`config.mk`:
```
export PLATFORM = sky130hd
export DESIGN_NAME = seq_wide_adder
export DESIGN_NICKNAME = d
export VERILOG_FILES = /design/src/rtl/adder_pkg.sv /design/src/rtl/add8_slice.sv /design/src/rtl/seq_wide_adder.sv
export SDC_FILE = /design/constraint.sdc
export NUM_CORES = 1
export LEC_CHECK = 0
export ABC_AREA = 1
export BUFFER_PORTS_ARGS = -buffer_cell sky130_fd_sc_hd__buf_2
export CELL_PAD_IN_SITES_DETAIL_PLACEMENT = 1
export CELL_PAD_IN_SITES_GLOBAL_PLACEMENT = 1
export CORE_UTILIZATION = 40
export CTS_CLUSTER_SIZE = 24
export DETAILED_ROUTE_END_ITERATION = 12
export GPL_TIMING_DRIVEN = 0
export PLACE_DENSITY_LB_ADDON = 0.1
export SLEW_MARGIN = 20
export SYNTH_ARGS = -nofsm -noshare
export SYNTH_HDL_FRONTEND = slang
export SYNTH_HIERARCHICAL = 1
export SYNTH_SLANG_ARGS = --single-unit
```
`constraint.sdc`:
```
create_clock -name clk -period 5.79 [get_ports clk]
set_clock_uncertainty 0.2 [all_clocks]
set_input_delay 0.579 -clock clk [delete_from_list [all_inputs] [get_ports clk]]
set_output_delay 0.579 -clock clk [all_outputs]
set_load 0.05 [all_outputs]
```
`src/rtl/adder_pkg.sv`:
```
// Shared definitions for the sequential wide adder: slice width, skip-group
// width and the controller state type.
package adder_pkg;

    localparam int SLICE_W = 8;
    localparam int SKIP_W  = 4;

    typedef enum logic [1:0] {
        IDLE = 2'd0,
        RUN  = 2'd1,
        DONE = 2'd2
    } state_t;

endpackage

```
`src/rtl/add8_slice.sv`:
```
// Combinational 8-bit carry-skip adder slice. The carry into the upper nibble
// bypasses the lower ripple chain whenever all lower propagate bits are set.
module add8_slice
    import adder_pkg::*;
(
    input  logic [SLICE_W-1:0] a8,
    input  logic [SLICE_W-1:0] b8,
    input  logic               ci,
    output logic [SLICE_W-1:0] s8,
    output logic               co
);

    logic [SLICE_W-1:0] p;
    logic [SLICE_W-1:0] g;
    logic [SLICE_W:0]   c;

    always_comb begin
        p    = a8 ^ b8;
        g    = a8 & b8;
        c    = '0;
        c[0] = ci;
        for (int k = 0; k < SKIP_W - 1; k++) begin
            c[k+1] = g[k] | (p[k] & c[k]);
        end
        c[SKIP_W] = (&p[SKIP_W-1:0]) ? ci
                                     : (g[SKIP_W-1] | (p[SKIP_W-1] & c[SKIP_W-1]));
        for (int k = SKIP_W; k < SLICE_W; k++) begin
            c[k+1] = g[k] | (p[k] & c[k]);
        end
        s8 = p ^ c[SLICE_W-1:0];
        co = c[SLICE_W];
    end

endmodule

```
`src/rtl/seq_wide_adder.sv`:
```
// Sequential wide adder: one 8-bit slice per cycle, valid/ready on both sides.
// Define ADD_SUB_EN to add the sub port and subtraction (a + ~b + 1).
module seq_wide_adder
    import adder_pkg::*;
#(
    parameter int WORDS = 4
) (
    input  logic                     clk,
    input  logic                     rst_n,
    input  logic                     in_valid,
    output logic                     in_ready,
    input  logic [SLICE_W*WORDS-1:0] a,
    input  logic [SLICE_W*WORDS-1:0] b,
    input  logic                     cin,
`ifdef ADD_SUB_EN
    input  logic                     sub,
`endif
    output logic                     out_valid,
    input  logic                     out_ready,
    output logic [SLICE_W*WORDS-1:0] sum,
    output logic                     cout,
    output logic                     busy
);

    localparam int W     = SLICE_W * WORDS;
    localparam int IDX_W = $clog2(WORDS);

    state_t             state_q;
    logic [W-1:0]       a_q;
    logic [W-1:0]       b_q;
    logic [W-1:0]       sum_q;
    logic               carry_q;
    logic               cout_q;
    logic               out_valid_q;
    logic [IDX_W-1:0]   idx_q;

    logic [W-1:0]       b_acc;
    logic               c_acc;
    logic [SLICE_W-1:0] a_sl;
    logic [SLICE_W-1:0] b_sl;
    logic [SLICE_W-1:0] s_sl;
    logic               co_sl;

    // Subtraction is folded in at acceptance so the run phase is add-only.
`ifdef ADD_SUB_EN
    assign b_acc = sub ? ~b : b;
    assign c_acc = sub ? 1'b1 : cin;
`else
    assign b_acc = b;
    assign c_acc = cin;
`endif

    assign a_sl = a_q[SLICE_W*int'(idx_q) +: SLICE_W];
    assign b_sl = b_q[SLICE_W*int'(idx_q) +: SLICE_W];

    add8_slice u_slice (
        .a8 (a_sl),
        .b8 (b_sl),
        .ci (carry_q),
        .s8 (s_sl),
        .co (co_sl)
    );

    always_ff @(posedge clk or negedge rst_n) begin
        if (!rst_n) begin
            state_q     <= IDLE;
            a_q         <= '0;
            b_q         <= '0;
            sum_q       <= '0;
            carry_q     <= 1'b0;
            cout_q      <= 1'b0;
            out_valid_q <= 1'b0;
            idx_q       <= '0;
        end else begin
            case (state_q)
                IDLE: begin
                    if (in_valid) begin
                        a_q     <= a;
                        b_q     <= b_acc;
                        carry_q <= c_acc;
                        idx_q   <= '0;
                        state_q <= RUN;
                    end
                end
                RUN: begin
                    sum_q[SLICE_W*int'(idx_q) +: SLICE_W] <= s_sl;
                    carry_q <= co_sl;
                    idx_q   <= idx_q + IDX_W'(1);
                    if (idx_q == IDX_W'(WORDS - 1)) begin
                        cout_q      <= co_sl;
                        out_valid_q <= 1'b1;
                        state_q     <= DONE;
                    end
                end
                DONE: begin
                    if (out_ready) begin
                        out_valid_q <= 1'b0;
                        state_q     <= IDLE;
                    end
                end
                default: state_q <= IDLE;
            endcase
        end
    end

    assign in_ready  = (state_q == IDLE);
    assign busy      = (state_q != IDLE);
    assign out_valid = out_valid_q;
    assign sum       = sum_q;
    assign cout      = cout_q;

endmodule

```
# Word level (Yosys, flattened, before mapping)
# Index checks and enable logic that the tools add are counted.
# totals
output_inout_bits	36
wordCells	62
inputBits	69
reg_bits	103
# classes
n_reduce_logical	10
bitwise_logic	19
n_mux	13
n_eq_ne	6
shift	4
addsub	2
# op_table
op	n
$shiftx A32 B6 Y8	2
$neg A5 Y33	1
$shift A8 B33 Y32 const A	1
$shiftx A8 B33 Y32	1
$bwmux W32	1
$xor A8 B8 Y8	2
$and A1 B1 Y1	8
$and A8 B8 Y8	1
$mux W2	4
$or A1 B1 Y1	8
$ne A2 B2 Y1 const B	3
$pmux W2 S3	1
$reduce_and A2 Y1	3
$reduce_and A3 Y1	2
$reduce_bool A2 Y1	3
$eq A2 B2 Y1 const B	2
$mux W1	4
$pmux W1 S2	2
$pmux W2 S2	1
$reduce_and A4 Y1	1
$add A2 B1 Y2 const B	1
$eq A2 B1 Y1 const B	1
$logic_not A2 Y1	1

# Logic depth before layout (Yosys ltp)
# depth
depth_word	20
ltp_mapped	24
depth_no_buf	23

# Modules after synthesis
# Netlist, hierarchy kept.
# by_module_without_submodules
mod	seq_area_each_um2	area_each_um2	n_inst	cells_per_inst
seq_wide_adder	2577.5	4939.7	1	625
add8_slice	0.0	271.5	1	28

# Worst setup path after synthesis
# OpenSTA, ideal clock, no wires.
# synth_path
kind	reg2reg
startpoint	register idx_q[0]
endpoint	register sum_q[15], in the netlist sum[15]
setup_time_ps	66
t_arrival_ps	4445
stages_incl_launch_ff	25
setup_slack_ps	1079
required_time_ps	5524
cell_sequence	dfrtp_1 -> inv_2 -> buf_6 -> buf_2 -> nand2_1 -> o211ai_1 -> nand2_1 -> inv_1 -> fa_1 -> inv_1 -> fa_1 -> fa_1 -> fa_1 -> o21ai_1 -> nand2_1 -> fa_1 -> fa_1 -> fa_1 -> inv_1 -> fa_1 -> inv_1 -> nand2_1 -> nor2_1 -> nand2_1 -> nand2_1
# synth_via
elab_chain_cells	20
word_cells_on_any_way	25
cone_classes	add/sub: 1; shift: 4; mux: 2; bitwise: 17; reduce/logical: 1
# synth_lines
item	line	text
from (decl)	seq_wide_adder.sv:35	logic [IDX_W-1:0] idx_q;
from (signal assigned)	seq_wide_adder.sv:88	idx_q <= idx_q + IDX_W'(1);
$shiftx A32 B6 Y8 *	seq_wide_adder.sv:53	assign a_sl = a_q[SLICE_W*int'(idx_q) +: SLICE_W];
via a_sl[0]	seq_wide_adder.sv:39	logic [SLICE_W-1:0] a_sl;
$xor A8 B8 Y8	add8_slice.sv:18	p = a8 ^ b8;
$and A1 B1 Y1	add8_slice.sv:23	c[k+1] = g[k] | (p[k] & c[k]);
$or A1 B1 Y1	add8_slice.sv:23	
$and A1 B1 Y1	add8_slice.sv:23	
$or A1 B1 Y1	add8_slice.sv:23	
$and A1 B1 Y1	add8_slice.sv:23	
[... 6 more ...]	-	
$and A1 B1 Y1 *	add8_slice.sv:28	c[k+1] = g[k] | (p[k] & c[k]);
$or A1 B1 Y1 *	add8_slice.sv:28	
$and A1 B1 Y1 *	add8_slice.sv:28	
$or A1 B1 Y1 *	add8_slice.sv:28	
$xor A8 B8 Y8 *	add8_slice.sv:30	s8 = p ^ c[SLICE_W-1:0];
via s_sl[7]	seq_wide_adder.sv:41	logic [SLICE_W-1:0] s_sl;
$shiftx A8 B33 Y32 *	seq_wide_adder.sv:86	sum_q[SLICE_W*int'(idx_q) +: SLICE_W] <= s_sl;
$bwmux W32 *	seq_wide_adder.sv:86	
to (signal, indexed assignment)	seq_wide_adder.sv:86	
to (decl)	seq_wide_adder.sv:31	logic [W-1:0] sum_q;
# The timed path passes the listed nets; every way through them passes the cells marked *.
# A chain may end at the register's enable or synchronous reset.

# Worst setup path after layout
# Same ends and word-level chain as after synthesis.

==> results.sh <==
export IMPL_status="finished clean"
export IMPL_hp_start="out_ready"
export IMPL_r2r_start="idx_q[0]"
export IMPL_max_stage_delay_ps=510
export IMPL_power_leakage_nw=3.542
export IMPL_end_kind="flip-flop"
export IMPL_switching_power_w=0.002315
export IMPL_fillCellCount=1644
export IMPL_power_frac_seq=0.273
export IMPL_htreeDepth=3
export IMPL_wirelength_um=14720
export IMPL_post_drt_wl_per_cell_um=15.59
export IMPL_drt_pass1_iter_count=4
export IMPL_cts_tree="built"
export IMPL_power_frac_comb=0.600
export IMPL_yosysSeqAreaShare=0.4946
export IMPL_finalSetupTns_ps=0
export IMPL_min_delay_path_depth=2
export IMPL_reg2reg_to="sum[15]"
export IMPL_cp_slowest_cell="dfrtp_1"
export IMPL_crit_path_start="idx_q[0]"
export IMPL_grt_max_degree=78
export IMPL_rows=41
export IMPL_ir_worst_vdd_v=0.0002629
export IMPL_cp_max_fo=10
export IMPL_hp_class="primary input to flip-flop"
export IMPL_crit_type="flip-flop to flip-flop"
export IMPL_postCtsSetupBuffers=0
export IMPL_cts_sinks=103
export IMPL_die_w_um=116.1
export IMPL_avgViaCountPerCell=4.893
export IMPL_diodes=0
export IMPL_syn_area_per_cell_um2=7.980
export IMPL_drive_gt1_frac=0.2021
export IMPL_worstPathRequired_ps=5890
export IMPL_grt_busiest_layer="met2"
export IMPL_met1_usage=0.2958
export IMPL_placed_cell_area_um2=5976
export IMPL_clock_latency_ps=360
export IMPL_synth_net_count=740
export IMPL_finalHoldViolCount=0
export IMPL_arrival_ps=5460
export IMPL_grt_pass1_wl_um=24200
export IMPL_stdcell_count=944
export IMPL_vias=4619
export IMPL_min_period_ps=5360
export IMPL_hold_end="state_q[1]"
export IMPL_die_area_um2=13490
export IMPL_whs_ps=229.0
export IMPL_ys_warn_count=6
export IMPL_path_clk_slew_ps=70
export IMPL_powerDensity_nw_per_um2=718.3
export IMPL_worst_path_most_repeated_cell="fa_1"
export IMPL_clock_root_buffer="clkbuf_16"
export IMPL_coreArea_um2=12670
export IMPL_io_buffers=103
export IMPL_syn_inst=653
export IMPL_drc_errors=0
export IMPL_synthToLayoutAreaGrowth_pct=19.95
export IMPL_fin_nets=856
export IMPL_clkPwrFrac=0.127
export IMPL_cp_start_kind="flip-flop"
export IMPL_relSlewSlack=0.6596
export IMPL_cp_num_buf_inv=7
export IMPL_setup_viol=0
export IMPL_worstRegToRegCells=23
export IMPL_use_met3=0.03477
export IMPL_switching_share=0.5156
export IMPL_cts_inserted_buffers=9
export IMPL_first_iter_violations=129
export IMPL_drv_slew=0
export IMPL_tightest_slew_ps=510.6
export IMPL_routabilityCongestion=0.8169
export IMPL_synth_area_um2=5211
export IMPL_rsz0062_at_grt="false"
export IMPL_ant_nets=0
export IMPL_antenna_found_initial=0
export IMPL_fin_area_um2=6251
export IMPL_post_dp_hpwl_um=11380
export IMPL_grt_pass1_vias=4845
export IMPL_grt_usage=0.2423
export IMPL_clockBufferDepth=2
export IMPL_ioPinCount=105
export IMPL_initial_core_util=0.4113
export IMPL_internal_power_w=0.002175
export IMPL_synthDistinctLibCells=22
export IMPL_fmax_mhz=186.6
export IMPL_die_h_um=116.1
export IMPL_overflow=0
export IMPL_drv_cap=0
export IMPL_regToRegSetupSlack_ps=430
export IMPL_dpl_cell_count=929
export IMPL_gr_usage_met2=0.4302
export IMPL_final_period_utilization=0.9258
export IMPL_worstPathCellList="inv_2, buf_6, buf_2, o211ai_1, nand2_1, inv_1, fa_1, inv_1, fa_1, fa_1, fa_1, o21ai_1, nand2_1, fa_1, fa_1, fa_1, inv_1, fa_1, inv_1, nand2_1, nor2_1, nand2_1, nand2_1"
export IMPL_ys_ff_latch=103
export IMPL_path_delay_family="adder cells"
cells in the mapped netlist:
cell | number | area share
nand2_1 | 267 | 0.19
dfrtp_1 | 103 | 0.49
inv_1 | 58 | 0.042
nand3_1 | 58 | 0.056
nor2_1 | 42 | 0.030
buf_2 | 24 | 0.023
o21ai_0 | 22 | 0.021
o211ai_1 | 16 | 0.023
o21a_1 | 16 | 0.023
ha_1 | 10 | 0.024
fa_1 | 8 | 0.031
clkbuf_1 | 7 | 0.0050
nor3_1 | 4 | 0.0038
buf_6 | 3 | 0.0065
nor2_2 | 3 | 0.0036
nor2_4 | 3 | 0.0065
inv_2 | 2 | 0.0014
nand2_2 | 2 | 0.0024
nand3_4 | 2 | 0.0067
nand3_2 | 1 | 0.0019
o21ai_1 | 1 | 0.00096
o31ai_1 | 1 | 0.0014
routing by layer:
metal  part of all wire  up-vias
met5                  0        -
met4              0.020        0
met3              0.028       16
met2               0.53       83
met1               0.43     2261
li1                   -     2259
logic make-up after synthesis:
| family | share of synthesized area |
|---|---|
| AOI/OAI and AO/OA | 0.06963 |
| adders and majority gates | 0.05474 |
| buffers and inverters | 0.07779 |
| DFF | 0.4946 |
| and+or+nand+nor | 0.3032 |
per-stage QoR:
| stage | utilization | total power (W) | worst slack [ps] |
|---|---|---|---|
| after floorplan | - | 0.003102 | 1079 |
| after global placement | 0.4689 | 0.003834 | 591.8 |
| after detailed placement | 0.4716 | 0.003959 | 448.5 |
| after CTS | 0.4933 | 0.004547 | 416.1 |
| after global routing | 0.4933 | 0.004891 | 126.7 |
| final | 0.4933 | 0.004490 | 429.6 |
cell usage in the layout, fill, tap and decap left out, types with 3 or more instances in the layout:
| cell | synthesis | layout |
|---|---|---|
| nand2_1 | 267 | 267 |
| buf_2 | 24 | 126 |
| dfrtp_1 | 103 | 103 |
| inv_1 | 58 | 58 |
| nand3_1 | 58 | 58 |
| nor2_1 | 42 | 42 |
| o21ai_0 | 22 | 22 |
| o211ai_1 | 16 | 16 |
| o21a_1 | 16 | 16 |
| ha_1 | 10 | 10 |
| clkbuf_1 | 7 | 9 |
| clkbuf_16 | 0 | 9 |
| fa_1 | 8 | 8 |
| buf_6 | 3 | 4 |
| nor3_1 | 4 | 4 |
| nor2_4 | 3 | 3 |
| nor2_2 | 3 | 3 |
power by group through the flow:
stage          Combinational (W)  Clock, W  Sequential [W]
2_1_floorplan            0.00156         0         0.00155
3_3_place_gp             0.00261         0         0.00122
3_5_place_dp             0.00272         0         0.00124
4_1_cts                  0.00273  0.000585         0.00123
5_1_grt                  0.00301  0.000609         0.00127
6_report                 0.00269  0.000570         0.00123
registers in the layout, summed over array words and instances (netlist names):
register / cells
state_q: 2
carry_q: 1
a_q: 32
cout: 1
b_q: 32
out_valid: 1
idx_q: 2
sum: 32
worst max-delay path by stage:
stage	to	slack (ps)	depth (start not counted)
floorplan	sum[15]	1080	24
global placement	sum[31]	590	24
detailed placement	sum[15]	450	23
CTS	sum[15]	420	23
global route	sum[15]	130	23
finish	sum[15]	430	23
final cells by class:
type,instances,area [um^2],area share
flip-flops and latches,103,2577,0.4123
multi-input cells,456,2228,0.3565
repair buffers,105,559.3,0.08947
clock buffers,13,260.3,0.04163
inverters,60,225.2,0.03603
well taps,172,215.2,0.03443
plain buffers,34,180.2,0.02882
clock inverters,1,5.005,0.0008006
what timing repair did:
action | CTS | global route
endpoints found under the setup margin | 0 | 0
hold buffers | 1 | 0
hold endpoints to repair | 26 | 0
resized for setup | 0 | 0
Power figures use the tool's default switching activity.
